[config.mk]
export PLATFORM = sky130hd
export DESIGN_NAME = wti_out_buffer
export DESIGN_NICKNAME = d
export VERILOG_FILES = /design/src/rtl/wti_pkg.sv /design/src/rtl/wti_fifo_ram.sv /design/src/rtl/wti_out_buffer.sv
export SDC_FILE = /design/constraint.sdc
export NUM_CORES = 1
export LEC_CHECK = 0
export BUFFER_PORTS_ARGS = -buffer_cell sky130_fd_sc_hd__buf_2
export CAP_MARGIN = 20
export CORE_AREA = 2 2 178 163
export CTS_BUF_LIST = sky130_fd_sc_hd__clkbuf_8 sky130_fd_sc_hd__clkbuf_16
export CTS_CLUSTER_DIAMETER = 200
export DETAILED_ROUTE_END_ITERATION = 6
export DIE_AREA = 0 0 180 165
export PLACE_DENSITY = 0.61
export SYNTH_ARGS = -nofsm -noshare
export SYNTH_HDL_FRONTEND = slang
export SYNTH_SLANG_ARGS = --single-unit
[constraint.sdc]
create_clock -name i_clk -period 6.65 [get_ports i_clk]
set_clock_uncertainty 0.05 [all_clocks]
set_input_delay 0.665 -clock i_clk [delete_from_list [all_inputs] [get_ports i_clk]]
set_output_delay 0.665 -clock i_clk [all_outputs]
set_load 0.01 [all_outputs]
[src/rtl/wti_pkg.sv]
// rtl/wti_pkg.sv - shared constants, mode encoding and helpers for the wavelet-transform output path
package wti_pkg;

    typedef enum logic [1:0] {
        LOAD      = 2'd0,
        TFORM_L2R = 2'd1,
        TFORM_R2L = 2'd2,
        DONE      = 2'd3
    } wti_mode_e;

    localparam int WTI_DATA_W      = 16;
    localparam int WTI_FRAME_DEPTH = 8;

    function automatic int clog2(input int value);
        int r;
        r = 0;
        while ((1 << r) < value) begin
            r = r + 1;
        end
        return r;
    endfunction

    function automatic int frame_len(input int depth);
        return 1 << depth;
    endfunction

    localparam int WTI_FRAME_LEN = frame_len(WTI_FRAME_DEPTH);

endpackage

[src/rtl/wti_fifo_ram.sv]
// rtl/wti_fifo_ram.sv - FIFO storage array, synchronous write and combinational read
module wti_fifo_ram #(
    parameter int DEPTH  = 16,
    parameter int DATA_W = 16,
    parameter int AW     = 4
) (
    input  logic              i_clk,
    input  logic              i_wr_en,
    input  logic [AW-1:0]     i_wr_addr,
    input  logic [DATA_W-1:0] i_wr_data,
    input  logic [AW-1:0]     i_rd_addr,
    output logic [DATA_W-1:0] o_rd_data
);

    logic [DATA_W-1:0] r_mem [DEPTH];

    always_ff @(posedge i_clk) begin
        if (i_wr_en) begin
            r_mem[i_wr_addr] <= i_wr_data;
        end
    end

    assign o_rd_data = r_mem[i_rd_addr];

endmodule

[src/rtl/wti_out_buffer.sv]
// rtl/wti_out_buffer.sv - show-ahead coefficient FIFO with frame marking; optional status via WTI_OUT_STATUS_EN
module wti_out_buffer
    import wti_pkg::*;
#(
    parameter int DATA_W      = WTI_DATA_W,
    parameter int FIFO_DEPTH  = 16,
    parameter int FRAME_DEPTH = WTI_FRAME_DEPTH
) (
    input  logic                        i_clk,
    input  logic                        i_rst_n,
    input  logic                        i_in_valid,
    input  logic [DATA_W-1:0]           i_in_data,
    output logic                        o_fifo_ready,
    output logic                        o_out_valid,
    output logic [DATA_W-1:0]           o_out_data,
    input  logic                        i_out_ready,
    output logic                        o_out_last,
`ifdef WTI_OUT_STATUS_EN
    output logic                        o_overflow,
    output logic [clog2(FIFO_DEPTH):0]  o_level,
    input  logic                        i_ovf_clr,
`endif
    output logic                        o_frame_done
);

    localparam int AW = clog2(FIFO_DEPTH);
    localparam int CW = AW + 1;
    localparam logic [CW-1:0] FULL_CNT  = CW'(FIFO_DEPTH);
    // One slot is held back for the word already in flight from transform memory.
    localparam logic [CW-1:0] READY_MAX = CW'(FIFO_DEPTH - 2);
    localparam logic [FRAME_DEPTH-1:0] LAST_IDX = FRAME_DEPTH'(frame_len(FRAME_DEPTH) - 1);

    logic [AW-1:0]          r_wr_ptr;
    logic [AW-1:0]          r_rd_ptr;
    logic [CW-1:0]          r_count;
    logic [FRAME_DEPTH-1:0] r_frame_cnt;
    logic                   r_frame_done;

    logic w_push;
    logic w_pop;
    logic w_out_valid;
    logic w_out_last;

    assign w_out_valid = (r_count != '0);
    assign w_out_last  = w_out_valid && (r_frame_cnt == LAST_IDX);
    assign w_pop       = w_out_valid && i_out_ready;
    assign w_push      = i_in_valid && ((r_count < FULL_CNT) || w_pop);

    wti_fifo_ram #(
        .DEPTH  (FIFO_DEPTH),
        .DATA_W (DATA_W),
        .AW     (AW)
    ) u_ram (
        .i_clk     (i_clk),
        .i_wr_en   (w_push),
        .i_wr_addr (r_wr_ptr),
        .i_wr_data (i_in_data),
        .i_rd_addr (r_rd_ptr),
        .o_rd_data (o_out_data)
    );

    always_ff @(posedge i_clk or negedge i_rst_n) begin
        if (!i_rst_n) begin
            r_wr_ptr     <= '0;
            r_rd_ptr     <= '0;
            r_count      <= '0;
            r_frame_cnt  <= '0;
            r_frame_done <= 1'b0;
        end else begin
            if (w_push) begin
                r_wr_ptr <= r_wr_ptr + AW'(1);
            end
            if (w_pop) begin
                r_rd_ptr    <= r_rd_ptr + AW'(1);
                r_frame_cnt <= r_frame_cnt + FRAME_DEPTH'(1);
            end
            if (w_push && !w_pop) begin
                r_count <= r_count + CW'(1);
            end else if (w_pop && !w_push) begin
                r_count <= r_count - CW'(1);
            end
            r_frame_done <= w_pop && w_out_last;
        end
    end

`ifdef WTI_OUT_STATUS_EN
    logic r_overflow;
    logic w_drop;

    assign w_drop = i_in_valid && !w_push;

    // A drop in the same cycle as a clear request keeps the flag set.
    always_ff @(posedge i_clk or negedge i_rst_n) begin
        if (!i_rst_n) begin
            r_overflow <= 1'b0;
        end else if (w_drop) begin
            r_overflow <= 1'b1;
        end else if (i_ovf_clr) begin
            r_overflow <= 1'b0;
        end
    end

    assign o_overflow = r_overflow;
    assign o_level    = r_count;
`endif

    assign o_fifo_ready = (r_count <= READY_MAX);
    assign o_out_valid  = w_out_valid;
    assign o_out_last   = w_out_last;
    assign o_frame_done = r_frame_done;

endmodule

==> After elaboration in Yosys (flattened, before gate mapping) <==
Memory sizes are Yosys's and may differ from the RTL's.
Index checks and enable logic that the tools add are counted.
{ "totals": {"input_bits": 20, "ramBits": 256, "elab_cells": 29, "reg_bits": 22, "n_memories": 1, "out_inout_bits": 20} }
{ "memory_table": {"columns": ["name", "words", "width", "read_ports", "rd_clocked_by_memory_dff", "write_ports", "line_no", "rtl"], "rows": [
  ["u_ram.r_mem", 16, 16, 1, 0, 1, "wti_fifo_ram.sv:15", "logic [DATA_W-1:0] r_mem [DEPTH];"]
]} }
{ "classes": {"add_sub_neg": 5, "order_cmp": 2, "mux": 4, "n_eq_ne": 1, "n_reduce_logical": 11} }
{ "op_table": {"columns": ["cell", "count"], "rows": [
  ["$mux 5", 2],
  ["$add 4x1->4 const B", 2],
  ["$add 8x1->8 const B", 1],
  ["$eq 8x8->1 const B", 1],
  ["$logic_and 1x1->1", 6],
  ["$add 5x1->5 const B", 1],
  ["$le 5x4->1 const B", 1],
  ["$lt 5x5->1 const B", 1],
  ["$reduce_bool 5->1", 1],
  ["$sub 5x1->5 const B", 1],
  ["$logic_not 1->1", 2],
  ["$mux 1", 2],
  ["$reduce_bool 2->1", 1],
  ["$logic_or 1x1->1", 1]
]} }

==> Depth between registers and ports, before layout <==
Gate-level depths: netlist (run 1).
{ "logic_depth": {"ltp_word": 8, "ltp_mapped": 11, "ltp_nobuf": 10} }

==> Hierarchy <==
Synthesis (run 1) repeated with hierarchy kept, for this count alone.
{ "unflattened": {"hier_cells": 508, "area_unflattened_um2": 10790.3} }
{ "by_module_without_submodules": {"columns": ["mod", "n_inst", "area_each_um2", "seq_area_each_um2", "cells_each"], "rows": [
  ["wti_fifo_ram", 1, 9723.1, 7687.4, 416],
  ["wti_out_buffer", 1, 1067.3, 550.5, 92]
]} }

==> Least setup slack after synthesis (run 1) <==
Ideal clock, no wire load.
{ "synth_timing": {"path_kind": "input-to-reg", "startpoint": "input port i_out_ready", "endpoint": "memory u_ram.r_mem[3][0], enable pin", "path_buffers": 0, "required_time_ns": 6.191, "setup_time_ns": 0.409, "cell_stages": 4, "path_slack_ns": 3.878, "arrival_time_ns": 2.313, "cell_sequence": "inv_1 > a21boi_2 > nand2_1 > nor3_1"} }
{ "synth_between": {"elab_chain_len": 5} }
{ "synth_lines": {"columns": ["element", "line_no", "rtl"], "rows": [
  ["start, declared", "wti_out_buffer.sv:16", "input logic i_out_ready,"],
  ["$logic_and 1x1->1", "wti_out_buffer.sv:46", "assign w_pop = w_out_valid && i_out_ready;"],
  ["$logic_or 1x1->1", "wti_out_buffer.sv:47", "assign w_push = i_in_valid && ((r_count < FULL_CNT) || w_pop);"],
  ["$logic_and 1x1->1", "wti_out_buffer.sv:47", null],
  ["named net u_ram.i_wr_en", "wti_fifo_ram.sv:8", "input logic i_wr_en,"],
  ["$mux 1", "wti_fifo_ram.sv:18", "if (i_wr_en) begin"],
  ["$mux 1 (not written as such)", "wti_fifo_ram.sv:19", "r_mem[i_wr_addr] <= i_wr_data;"],
  ["end, declared", "wti_fifo_ram.sv:15", null]
]} }
The timed path passes the listed nets, and every way through them passes these cells.

==> Worst setup path after layout (run 1) <==
{ "layout_timing": {"startpoint": "register r_rd_ptr[1]", "endpoint": "output port o_out_data[13]"} }
{ "layout_between": {"elab_chain_len": 1} }
{ "layout_lines": {"columns": ["element", "line_no", "rtl"], "rows": [
  ["start, declared", "wti_out_buffer.sv:34", "logic [AW-1:0] r_rd_ptr;"],
  ["start signal, assigned", "wti_out_buffer.sv:74", "r_rd_ptr <= r_rd_ptr + AW'(1);"],
  ["$mem_v2 16x16", null, null],
  ["end, declared", "wti_out_buffer.sv:15", "output logic [DATA_W-1:0] o_out_data,"]
]} }
Every way passes these cells.

==> qor_table.md, run 1 <==
| Parameter | This run | Unit |
| --- | --- | --- |
| Outcome | completed | - |
| Count of buffers from port buffering | 39 | - |
| RR Startpoint | r_count[4]$_DFFE_PN0P_ | - |
| DR iter-0 viols | 480 | - |
| Nets in the synthesized netlist | 616 | - |
| Post-CTS setup buffer count | 0 | - |
| Number of diodes | 0 | - |
| Vertical extent of the die | 165 | um |
| FF-to-FF setup slack | 3.58 | ns |
| F_max | 0.246 | GHz |
| Final critical delay including setup and external delays | 4.07 | ns |
| Worst relative slew slack | 0.389 | - |
| Number of instances resized during post-cts repair | 0 | - |
| Worst setup slack before clock tree synthesis | 3.13 | ns |
| Post-layout util | 0.454 | - |
| Power per standard cell area | 421 | nW/um2 |
| Initial core utilization | 0.397 | - |
| Die Span X | 180 | um |
| Arrival time at the worst endpoint | 3.36 | ns |
| Worst Setup End Kind | output port | - |
| Total GRT Usage | 0.156 | - |
| Combined area of all synthesized cells | 11000 | um2 |
| Number of pins exceeding their max-slew limit in the final report | 0 | - |
| Lkg Pwr | 4.35 | nW |
| Period Utilization, post-route | 0.612 | - |
| Area of the core | 27600 | um2 |
| Antenna-violating nets left | 0 | - |
| Skew-Pair Late Insertion Delay | 0.54 | ns |
| I/O Pins | 40 | - |
| Largest net degree at the start of global routing | 43 | - |
| Cell count after synthesis | 585 | - |
| Multi-input logic area | 2570 | um2 |
| Worst slew pin tran | 0.914 | ns |
| Clock tree from TritonCTS | built | - |
| Clock buffers created by TritonCTS | 29 | - |
| Drc violations | 0 | - |
| Number of vias per cell after detailed routing | 5.45 | - |
| Post-Syn Area per Cell | 18.8 | um2 |
| Overall die area | 29700 | um2 |
| Critical R2R Capture | r_count[4]$_DFFE_PN0P_ | - |
| H-tree depth reported by CTS | 1 | - |
| Total of fill cells in the finished design | 2334 | - |
| Nature of the critical path startpoint | register | - |
| Dominant synthesized flop cell | edfxtp_1 | - |
| Sequential standard cell area | 8240 | um2 |
| Routed length per instance | 22.4 | um |
| Critical path class | register to output port | - |
| Share of the yosys chip area belonging to registers | 0.751 | - |
| Drt pass-1 iters | 5 | - |
| Number of register bits inferred by synthesis | 278 | - |
| Final number of setup-violating endpoints | 0 | - |
| Via count | 5600 | - |
| Synth area leader | edfxtp_1 | - |
| Clock slew at the register clock pins of the worst setup and hold paths | 0.06 | ns |
| Dominant cells by area after synthesis | edfxtp_1 70%, mux4_2 6.6%, mux2i_1 5.9% | - |
| Setup slack of the critical path after layout | 2.58 | ns |
| Final HPWL from detailed placement | 13.7 | mm |
| Layout overhead on the synthesized area | 14.3 | % |
| Via count of the first global-routing pass | 5693 | - |
| Final-layout setup total negative slack | 0 | ns |
| Count of yosys warnings during synthesis | 0 | - |
| Count of distinct cell types in the synthesized netlist | 36 | - |
| Hold slack final | 0.0568 | ns |
| Final net count | 676 | - |
| Depth of the worst register-to-register path | 10 | - |
| Final number of hold-violating endpoints | 0 | - |
| Maximum fanout count along the critical path | 33 | - |
| Clock sink count | 278 | - |
| Routed wire length | 23.0 | mm |
| Unrepaired setup endpoints after global routing | false | - |
| Total overflow reported by the global router | 0 | - |
| RD Place Congestion | 0.762 | - |
| Maximum ir drop on the vdd rail | 0.271 | mV |
| Max Cap Violations | 0 | - |
| Path class of the lowest-slack min-delay path | primary input to asynchronous set/reset pin | - |
| Number of antenna violations at the first check in global routing | 0 | - |
| CTS Hold Buffers Added | 0 | - |
| Worst endpoint required time | 5.93 | ns |
| Fraction of layout cells with a size suffix above 1 | 0.222 | - |
| Placement row count | 58 | - |
| Number of flops mapped to enable cells by yosys | 256 | - |
| Async SR Flop Fraction | 0.0791 | - |
| Maximum clock insertion buffer count | 3 | - |
| Global-route wire length before repair | 35.0 | mm |
| Clock root buffer master | clkbuf_16 | - |
| Top cell type's share of synthesized area | 0.701 | - |
-- layer usage --
layer | up-vias | global-route usage | part of all wire
met1 | 2952 | 0.214 | 0.45
met2 | 135 | 0.262 | 0.49
met3 | 29 | 0.0254 | 0.050
met4 | 0 | 0.0381 | 0.018
met5 | - | 0 | 0
li1 | 2484 | - | -
-- worst max-delay path, stage by stage (launching register included) --
cell	delay (ns)
dfrtp_1	0.85
buf_4	0.46
and2_2	0.72
a221oi_1	0.26
a22oi_1	0.25
nand2_1	0.12
buf_2	0.16
-- cell usage in the layout, fill, tap and decap left out, types with 2 or more instances in the layout --
master and instances:
nand2_1 34, ha_1 10, a22oi_1 16, edfxtp_1 256
dfrtp_1 21, nand2b_1 2, mux4_2 32, o21ai_0 19
mux2i_1 65, inv_1 15, nor3_2 5, buf_2 39
clkinv_1 4, nor2_2 4, nor2_1 10, buf_4 22
clkbuf_16 29, a21o_1 2, xor2_1 2, a21oi_1 2
nand4_1 5, clkbuf_8 3, clkinv_2 5, xnor2_1 15
nand3_1 2, a221oi_1 32
-- kinds of logic (layout without fill, tap and decap cells) --
group                    Yosys count  after routing  share of synthesized area
multiplexers                      98             98                      0.126
AND/OR/NAND/NOR                   69             69                     0.0283
adder cells (fa/ha/maj)           11             11                     0.0132
buffers and inverters             38            121                     0.0182
XOR/XNOR                          17             17                     0.0136
AO/OA/AOI/OAI                     74             74                     0.0499
flip-flops                       278            278                      0.751
-- synthesized netlist by cell type, types with 11 or more instances --
cell type,count
edfxtp_1,256
mux2i_1,65
nand2_1,34
a221oi_1,32
mux4_2,32
dfrtp_1,22
o21ai_0,19
a22oi_1,16
buf_2,15
xnor2_1,15
nor2_1,14
clkbuf_1,11
-- sequential cells by signal, summed over array words and instances (netlist names) --
signal,flops
r_count,5
r_wr_ptr,4
r_frame_cnt,8
u_ram.r_mem,256
r_rd_ptr,4
o_frame_done,1
-- power breakdown --
part | internal, mW | switching [mW] | total (mW)
combinational | 0.651 | 0.876 | 1.53
clock | 0.859 | 0.629 | 1.49
sequential | 2.10 | 0.159 | 2.26
total | 3.62 | 1.66 | 5.28
-- stage by stage --
step / std cells / area (um2) / power, mW
final: 1028 / 12500 / 5.28
after global routing: 1028 / 12500 / 5.55
after CTS: 1027 / 12500 / 5.35
after detailed placement: 973 / 11600 / 3.85
after global placement: 973 / 11600 / 3.81
after floorplan: 585 / 11000 / 3.36
-- worst max-delay path by stage --
stage / start / endpoint / slack, ns / depth (start not counted)
2_1_floorplan: i_out_ready / u_ram.r_mem[3][0]$_DFFE_PP_ / 3.88 / 4
3_3_place_gp: r_rd_ptr[1]$_DFFE_PN0P_ / o_out_data[12] / 3.18 / 6
3_5_place_dp: r_rd_ptr[1]$_DFFE_PN0P_ / o_out_data[10] / 3.13 / 6
4_1_cts: r_rd_ptr[1]$_DFFE_PN0P_ / o_out_data[13] / 2.49 / 6
6_report: r_rd_ptr[1]$_DFFE_PN0P_ / o_out_data[13] / 2.58 / 6
5_1_grt: r_rd_ptr[1]$_DFFE_PN0P_ / o_out_data[4] / 2.36 / 6
-- final cells by class --
class / instances / area share
timing repair buffer: 61 / 0.0287
clock inverter: 22 / 0.00987
multi-input combinational: 269 / 0.205
sequential: 278 / 0.657
clock buffer: 32 / 0.0611
inverter: 6 / 0.00219
tap: 360 / 0.0359
Note: power is estimated with default switching activity, not from simulation.
==> run 2: changes to the inputs <==
--- a/config.mk
+++ b/config.mk
@@ -12,7 +12,7 @@
 export CTS_CLUSTER_DIAMETER = 200
 export DETAILED_ROUTE_END_ITERATION = 6
 export DIE_AREA = 0 0 180 165
-export PLACE_DENSITY = 0.61
+export PLACE_DENSITY = 0.63
 export SYNTH_ARGS = -nofsm -noshare
 export SYNTH_HDL_FRONTEND = slang
 export SYNTH_SLANG_ARGS = --single-unit
==> constraint.sdc (replaced) <==
create_clock -name i_clk -period 3.5 [get_ports i_clk]
set_clock_uncertainty 0.05 [all_clocks]
set_input_delay 0.35 -clock i_clk [delete_from_list [all_inputs] [get_ports i_clk]]
set_output_delay 0.35 -clock i_clk [all_outputs]
set_load 0.01 [all_outputs]
==> run 2 against run 1 <==
Final area up 0.40%. Combinational power up 100%. Die area unchanged. Sequential share of layout area down 0.26 points. Critical path depth up 4. Critical endpoint is now r_count[4]$_DFFE_PN0P_. Highest routed layer unchanged.
==> qor_table.md, run 2 (same netlist as run 1, synthesis figures left out) <==
| Parameter | This run | Unit | Change |
| --- | --- | --- | --- |
| Outcome | completed | - | unchanged |
| F_max | 0.325 | GHz |  |
| Multi-input logic area | 2570 | um2 | about the same |
| Delay-heaviest family, CP | compound AO/OA/AOI/OAI gates | - | was flip-flops |
| Overall die area | 29700 | um2 | unchanged |
| Maximum clock insertion buffer count | 3 | - | unchanged |
| Sequential power share | 0.423 | - | was 0.429 |
| Global-route wire length before repair | 34.9 | mm | was 35.0 mm |
| Maximum fanout count along the critical path | 10 | - | was 33 |
| Layout overhead on the synthesized area | 14.8 | % | was 14.3% |
| Fraction of layout cells with a size suffix above 1 | 0.216 | - | was 0.222 |
| Worst slew pin tran | 0.904 | ns | was 0.914 ns |
| Lkg Pwr | 4.36 | nW | was 4.35 nW |
| Drc violations | 0 | - | unchanged |
| I/O Pins | 40 | - | unchanged |
| Power per standard cell area | 802 | nW/um2 | was 421 nW/um2 |
| Total overflow reported by the global router | 0 | - | unchanged |
| H-tree depth reported by CTS | 1 | - | unchanged |
| Clock sink count | 278 | - | unchanged |
| Power dissipated by switching net loads | 3.17 | mW | was 1.66 mW |
| Clock slew at the register clock pins of the worst setup and hold paths | 0.06 | ns | about the same |
| Via count of the first global-routing pass | 5697 | - | was 5693 |
| Clock root buffer master | clkbuf_16 | - | unchanged |
| Clock buffers created by TritonCTS | 27 | - | was 29 |
| Skew-Pair Late Insertion Delay | 0.53 | ns | was 0.54 ns |
| Antenna-violating nets left | 0 | - | unchanged |
| RD Place Congestion | 0.836 | - | was 0.762 |
| Highest-count cells in the layout ignoring fill and taps | 256 x edfxtp_1, 65 x mux2i_1, 39 x buf_2, 34 x nand2_1 | - | unchanged |
| Part of the total power dissipated in the clock network | 0.274 | - | was 0.282 |
| Area of the core | 27600 | um2 | unchanged |
| Final-layout setup total negative slack | 0 | ns | unchanged |
| Final number of setup-violating endpoints | 0 | - | unchanged |
| Number of instances resized during post-cts repair | 0 | - | unchanged |
| Total placed cells including tap cells | 980 | - | was 973 |
| Clock tree from TritonCTS | built | - | unchanged |
| Number of standard cells in the final layout excluding fillers | 1030 | - | was 1028 |
| Total of fill cells in the finished design | 2352 | - | was 2334 |
| Biggest registers after layout | u_ram.r_mem: 256 flops, r_frame_cnt: 8 flops, r_count: 5 flops | - | unchanged |
| Path class of the lowest-slack min-delay path | primary input to register | - | was primary input to asynchronous set/reset pin |
| Register containing the most flip-flops in the final layout | u_ram.r_mem | - | unchanged |
| Logic gate share of total power | 0.304 | - | was 0.289 |
| Number of vias per cell after detailed routing | 5.48 | - | was 5.45 |
| Die Span X | 180 | um | unchanged |
| Slowest library cell on the worst path | or4_1 | - | was dfrtp_1 |
| Final critical delay including setup and external delays | 3.08 | ns |  |
| Number of diodes | 0 | - | unchanged |
| Number of pins exceeding their max-slew limit in the final report | 0 | - | unchanged |
| DR iter-0 viols | 640 | - | was 480 |
| Count of buffers from port buffering | 39 | - | unchanged |
| CP peak stage delay | 0.56 | ns | was 0.85 ns |
| Switching part of the total | 0.314 | - | was 0.315 |
| Worst relative slew slack | 0.397 | - | was 0.389 |
| Final HPWL from detailed placement | 13.5 | mm | was 13.7 mm |
| Most common cell after layout, fill and taps aside | edfxtp_1 | - | unchanged |
| Routed length per instance | 22.7 | um | was 22.4 um |
| Placement row count | 58 | - | unchanged |
| Worst endpoint required time | 3.89 | ns | was 5.93 ns |
| Arrival time at the worst endpoint | 3.47 | ns | was 3.36 ns |
| Max Cap Violations | 0 | - | unchanged |
| Total GRT Usage | 0.157 | - | was 0.156 |
| Maximum ir drop on the vdd rail | 0.424 | mV | was 0.271 mV |
| Nature of the critical path startpoint | register | - | unchanged |
| Number of antenna violations at the first check in global routing | 0 | - | unchanged |
| Unrepaired setup endpoints after global routing | false | - | unchanged |
| Critical path class | register to register | - | was register to output port |
| Sequential standard cell area | 8240 | um2 | unchanged |
| Routed wire length | 23.4 | mm | was 23.0 mm |
| Period Utilization, post-route | 0.880 | - |  |
| Final net count | 681 | - | was 676 |
| Initial core utilization | 0.397 | - | unchanged |
| Cell Chain, Critical Path | or4_1 > o21a_1 > clkinv_4 > ha_1 > inv_1 > fa_1 > a21o_1 > a21oi_1 > mux2i_1 > xnor2_1 | - | was buf_4 > and2_2 > a221oi_1 > a22oi_1 > nand2_1 > buf_2 |
| Via count | 5648 | - | was 5600 |
| Post-CTS setup buffer count | 0 | - | unchanged |
| Count of buffer and inverter cells on the critical path | 2 | - | unchanged |
| Drt pass-1 iters | 4 | - | was 5 |
| Cell internal power dissipation | 6.92 | mW | was 3.62 mW |
| CTS Hold Buffers Added | 1 | - | was 0 |
| Final number of hold-violating endpoints | 0 | - | unchanged |
| Worst Setup End Kind | register | - | was output port |
| Number of flip-flops in the largest register | 256 | - | unchanged |
| Largest net degree at the start of global routing | 47 | - | was 43 |
| Vertical extent of the die | 165 | um | unchanged |
## run 2: final cells by class
type	instances	area share
flip-flops and latches	278	0.654
multi-input cells	269	0.204
clock buffers	27	0.0536
repair buffers	68	0.0370
well taps	360	0.0358
clock inverters	22	0.0132
inverters	6	0.00219
## run 2: layer usage
metal	vias to the layer above	track usage	share of wire
met5	-	0	0
met4	0	0.0466	0.024
met3	42	0.0245	0.054
met2	165	0.273	0.49
met1	2950	0.207	0.43
li1	2491	-	-
## run 2: worst paths after layout
kind	from	to	slack [ns]	depth (start not counted)
max in group asynchronous	i_rst_n	r_rd_ptr[0]$_DFFE_PN0P_	2.73	2
hold / removal	i_out_ready	o_frame_done$_DFF_PN0_	0.03	2
hold reg to reg	r_frame_cnt[7]$_DFFE_PN0P_	r_frame_cnt[7]$_DFFE_PN0P_	0.43	1
setup reg to reg	r_count[4]$_DFFE_PN0P_	r_count[4]$_DFFE_PN0P_	0.42	10
setup / recovery	r_count[4]$_DFFE_PN0P_	r_count[4]$_DFFE_PN0P_	0.42	10
min in group asynchronous	i_rst_n	r_count[0]$_DFFE_PN0P_	0.27	2
## run 2: power groups by stage
stage,Sequential [mW],Clock (mW),Combinational [mW]
after detailed placement,4.33,0,3.10
final,4.27,2.76,3.07
after CTS,4.27,2.83,3.11
after global placement,4.30,0,3.03
after floorplan,4.17,0,2.21
after global routing,4.31,2.95,3.34
## run 2: per-stage QoR
stage | util | total power, mW | hold WS [ns] | instance area [um2] | setup WS, ns
2_1_floorplan | - | 6.38 | 0.00441 | 11000 | 0.745
3_3_place_gp | 0.425 | 7.33 | 0.294 | 11700 | 0.569
3_5_place_dp | 0.425 | 7.43 | 0.307 | 11700 | 0.452
4_1_cts | 0.456 | 10.2 | 0.0109 | 12600 | 0.424
5_1_grt | 0.456 | 10.6 | 0.0306 | 12600 | 0.280
6_report | 0.456 | 10.1 | 0.0305 | 12600 | 0.419
==> run 3: changes to the inputs <==
--- a/config.mk
+++ b/config.mk
@@ -7,12 +7,14 @@
 export LEC_CHECK = 0
 export BUFFER_PORTS_ARGS = -buffer_cell sky130_fd_sc_hd__buf_2
 export CAP_MARGIN = 20
+export CELL_PAD_IN_SITES_DETAIL_PLACEMENT = 1
+export CELL_PAD_IN_SITES_GLOBAL_PLACEMENT = 1
 export CORE_AREA = 2 2 178 163
 export CTS_BUF_LIST = sky130_fd_sc_hd__clkbuf_8 sky130_fd_sc_hd__clkbuf_16
 export CTS_CLUSTER_DIAMETER = 200
 export DETAILED_ROUTE_END_ITERATION = 6
 export DIE_AREA = 0 0 180 165
-export PLACE_DENSITY = 0.63
+export PLACE_DENSITY = 0.69
 export SYNTH_ARGS = -nofsm -noshare
 export SYNTH_HDL_FRONTEND = slang
 export SYNTH_SLANG_ARGS = --single-unit
==> run 3 against run 2 <==
Via count fell by 0.19%. Power barely moved. Routed wire length increased by 2.9%. Register-to-register slack got worse by 0.12 ns. Sequential power about the same. Highest routed layer unchanged.
==> qor_table.md, run 3 (same netlist as run 1, synthesis figures left out) <==
| Parameter | This run | Unit | Change |
| --- | --- | --- | --- |
| Clock tree from TritonCTS | built | - | unchanged |
| Hold Path Depth | 1 | - | was 2 |
| WHS Endpoint | u_ram.r_mem[9][6]$_DFFE_PP_ | - | was o_frame_done$_DFF_PN0_ |
| Final number of setup-violating endpoints | 0 | - | unchanged |
| Global-route wire length before repair | 37.3 | mm | was 34.9 mm |
| F_max | 0.312 | GHz | was 0.325 GHz |
| Number of standard cells in the final layout excluding fillers | 1036 | - | was 1030 |
| Lkg Pwr | 4.38 | nW | was 4.36 nW |
| Period Utilization, post-route | 0.916 | - | was 0.880 |
| CTS Hold Buffers Added | 2 | - | was 1 |
| Number of pins exceeding their max-slew limit in the final report | 0 | - | unchanged |
| Arrival time at the worst endpoint | 3.60 | ns | was 3.47 ns |
| Highest-count cells in the layout ignoring fill and taps | 256 x edfxtp_1, 65 x mux2i_1, 39 x buf_2, 34 x nand2_1 | - | unchanged |
| Logic gate share of total power | 0.304 | - | about the same |
| FF-to-FF setup slack | 0.29 | ns | was 0.42 ns |
| Power dissipated by switching net loads | 3.25 | mW | was 3.17 mW |
| Number of instances resized during post-cts repair | 0 | - | unchanged |
| Clock root buffer master | clkbuf_16 | - | unchanged |
| CP peak stage delay | 0.55 | ns | was 0.56 ns |
| Switching part of the total | 0.322 | - | was 0.314 |
| Worst slew pin tran | 0.810 | ns | was 0.904 ns |
| Final number of hold-violating endpoints | 0 | - | unchanged |
| Sequential power share | 0.422 | - | was 0.423 |
| Worst Setup End Kind | register | - | unchanged |
| Via count of the first global-routing pass | 6144 | - | was 5697 |
| Total overflow reported by the global router | 0 | - | unchanged |
| Final net count | 687 | - | was 681 |
| Final-layout setup total negative slack | 0 | ns | unchanged |
| Hold_sp | i_in_data[6] | - | was i_out_ready |
| Total GRT Usage | 0.165 | - | was 0.157 |
| Most common cell after layout, fill and taps aside | edfxtp_1 | - | unchanged |
| Critical path class | register to register | - | unchanged |
| Skew-Pair Late Insertion Delay | 0.54 | ns | was 0.53 ns |
| Critical R2R Capture | r_count[4]$_DFFE_PN0P_ | - | unchanged |
| Total placed cells including tap cells | 983 | - | was 980 |
| Outcome | completed | - | unchanged |
| Clock buffers created by TritonCTS | 29 | - | was 27 |
| Drt pass-1 iters | 5 | - | was 4 |
| Register containing the most flip-flops in the final layout | u_ram.r_mem | - | unchanged |
| Post-CTS setup buffer count | 0 | - | unchanged |
| Number of antenna violations at the first check in global routing | 0 | - | unchanged |
| Clock slew at the register clock pins of the worst setup and hold paths | 0.06 | ns | about the same |
| Number of vias per cell after detailed routing | 5.44 | - | was 5.48 |
| Worst relative slew slack | 0.459 | - | was 0.397 |
| Placement row count | 58 | - | unchanged |
| Nature of the critical path startpoint | register | - | unchanged |
| Overall die area | 29700 | um2 | unchanged |
| Antenna-violating nets left | 0 | - | unchanged |
| DR iter-0 viols | 479 | - | was 640 |
| Vertical extent of the die | 165 | um | unchanged |
| Part of the total power dissipated in the clock network | 0.274 | - | about the same |
| Number of diodes | 0 | - | unchanged |
| Final critical delay including setup and external delays | 3.21 | ns | was 3.08 ns |
| Cell Chain, Critical Path | or4_1 > o21a_1 > clkinv_4 > ha_1 > inv_1 > fa_1 > a21o_1 > a21oi_1 > mux2i_1 > xnor2_1 | - | unchanged |
| Number of flip-flops in the largest register | 256 | - | unchanged |
| Routed wire length | 24.1 | mm | was 23.4 mm |
| I/O Pins | 40 | - | unchanged |
| Worst setup slack before clock tree synthesis | 0.311 | ns | was 0.452 ns |
| H-tree depth reported by CTS | 1 | - | unchanged |
| Top Usage Layer GRT | met2 | - | unchanged |
| Delay-heaviest family, CP | compound AO/OA/AOI/OAI gates | - | unchanged |
| RD Place Congestion | 0.769 | - | was 0.836 |
| Biggest registers after layout | u_ram.r_mem: 256 flops, r_frame_cnt: 8 flops, r_count: 5 flops | - | unchanged |
| Final HPWL from detailed placement | 14.1 | mm | was 13.5 mm |
| Power per standard cell area | 801 | nW/um2 | was 802 nW/um2 |
| RR Startpoint | r_count[4]$_DFFE_PN0P_ | - | unchanged |
| Unrepaired setup endpoints after global routing | false | - | unchanged |
| Depth of the worst register-to-register path | 10 | - | unchanged |
| Routing usage on met2 | 0.296 | - | was 0.273 |
| Maximum clock insertion buffer count | 3 | - | unchanged |
| Max Cap Violations | 0 | - | unchanged |
| Maximum fanout count along the critical path | 10 | - | unchanged |
| Count of buffer and inverter cells on the critical path | 2 | - | unchanged |
| Area of the core | 27600 | um2 | unchanged |
| Routed length per instance | 23.3 | um | was 22.7 um |
| Slowest library cell on the worst path | or4_1 | - | unchanged |
| Setup slack of the critical path after layout | 0.294 | ns | was 0.419 ns |
| Clock sink count | 278 | - | unchanged |
| Maximum ir drop on the vdd rail | 0.390 | mV | was 0.424 mV |
| Cell internal power dissipation | 6.85 | mW | was 6.92 mW |
| Worst endpoint required time | 3.90 | ns | was 3.89 ns |
| Path class of the lowest-slack min-delay path | primary input to register | - | unchanged |
| Drc violations | 0 | - | unchanged |
| Via count | 5637 | - | was 5648 |
| Met3 usage | 0.0324 | - | was 0.0245 |
| Met1 Resource Use GR | 0.209 | - | was 0.207 |
| Fraction of layout cells with a size suffix above 1 | 0.229 | - | was 0.216 |
| Largest net degree at the start of global routing | 48 | - | was 47 |
| Initial core utilization | 0.397 | - | unchanged |
| Layout overhead on the synthesized area | 14.9 | % | was 14.8% |
| Count of buffers from port buffering | 39 | - | unchanged |
| Die Span X | 180 | um | unchanged |
[run 3: area by class of cell]
type                       instances  area, um2
clock buffer                      29        726
fill                            2577      15000
clock inverter                    22        124
multi-input combinational        269       2570
tap                              360        450
timing repair buffer              72        473
sequential                       278       8240
inverter                           6       27.5
[run 3: worst max-delay path by stage]
stage	startpoint	to	slack (ns)	depth (start not counted)
after floorplan	r_count[4]$_DFFE_PN0P_	r_count[4]$_DFFE_PN0P_	0.74	11
after global placement	r_count[4]$_DFFE_PN0P_	r_count[4]$_DFFE_PN0P_	0.55	10
after detailed placement	r_count[4]$_DFFE_PN0P_	r_count[4]$_DFFE_PN0P_	0.31	10
after CTS	r_count[4]$_DFFE_PN0P_	r_count[4]$_DFFE_PN0P_	0.26	10
after global routing	r_count[4]$_DFFE_PN0P_	r_count[4]$_DFFE_PN0P_	0.12	10
final	r_count[4]$_DFFE_PN0P_	r_count[4]$_DFFE_PN0P_	0.29	10
[run 3: metrics by stage]
step	util	cell area, um2	power, mW	hold slack (ns)
4_1_cts	0.456	12600	10.2	0.113
5_1_grt	0.456	12600	10.6	0.121
3_5_place_dp	0.425	11700	7.45	0.304
3_3_place_gp	0.425	11700	7.30	0.292
6_report	0.456	12600	10.1	0.134
2_1_floorplan	-	11000	6.38	0.00441
[run 3: power groups by stage]
stage	Clock [mW]	Combinational [mW]	Sequential (mW)
final	2.77	3.07	4.26
after floorplan	0	2.21	4.17
after detailed placement	0	3.11	4.34
after global routing	2.96	3.36	4.30
after CTS	2.83	3.13	4.27
after global placement	0	3.01	4.30
[run 3: layer usage]
| metal | wire length, um | vias up |
|---|---|---|
| met4 | 477 | 0 |
| met3 | 1050 | 34 |
| met2 | 12300 | 131 |
| li1 | - | 2507 |
| met1 | 10300 | 2965 |
| met5 | 0 | - |
[run 3: worst reg2reg max path: stages, from the launching register on]
cell	delay, ns
dfrtp_1	0.44
or4_1	0.55
o21a_1	0.34
clkinv_4	0.14
ha_1	0.19
inv_1	0.12
fa_1	0.44
a21o_1	0.21
a21oi_1	0.23
mux2i_1	0.26
xnor2_1	0.16
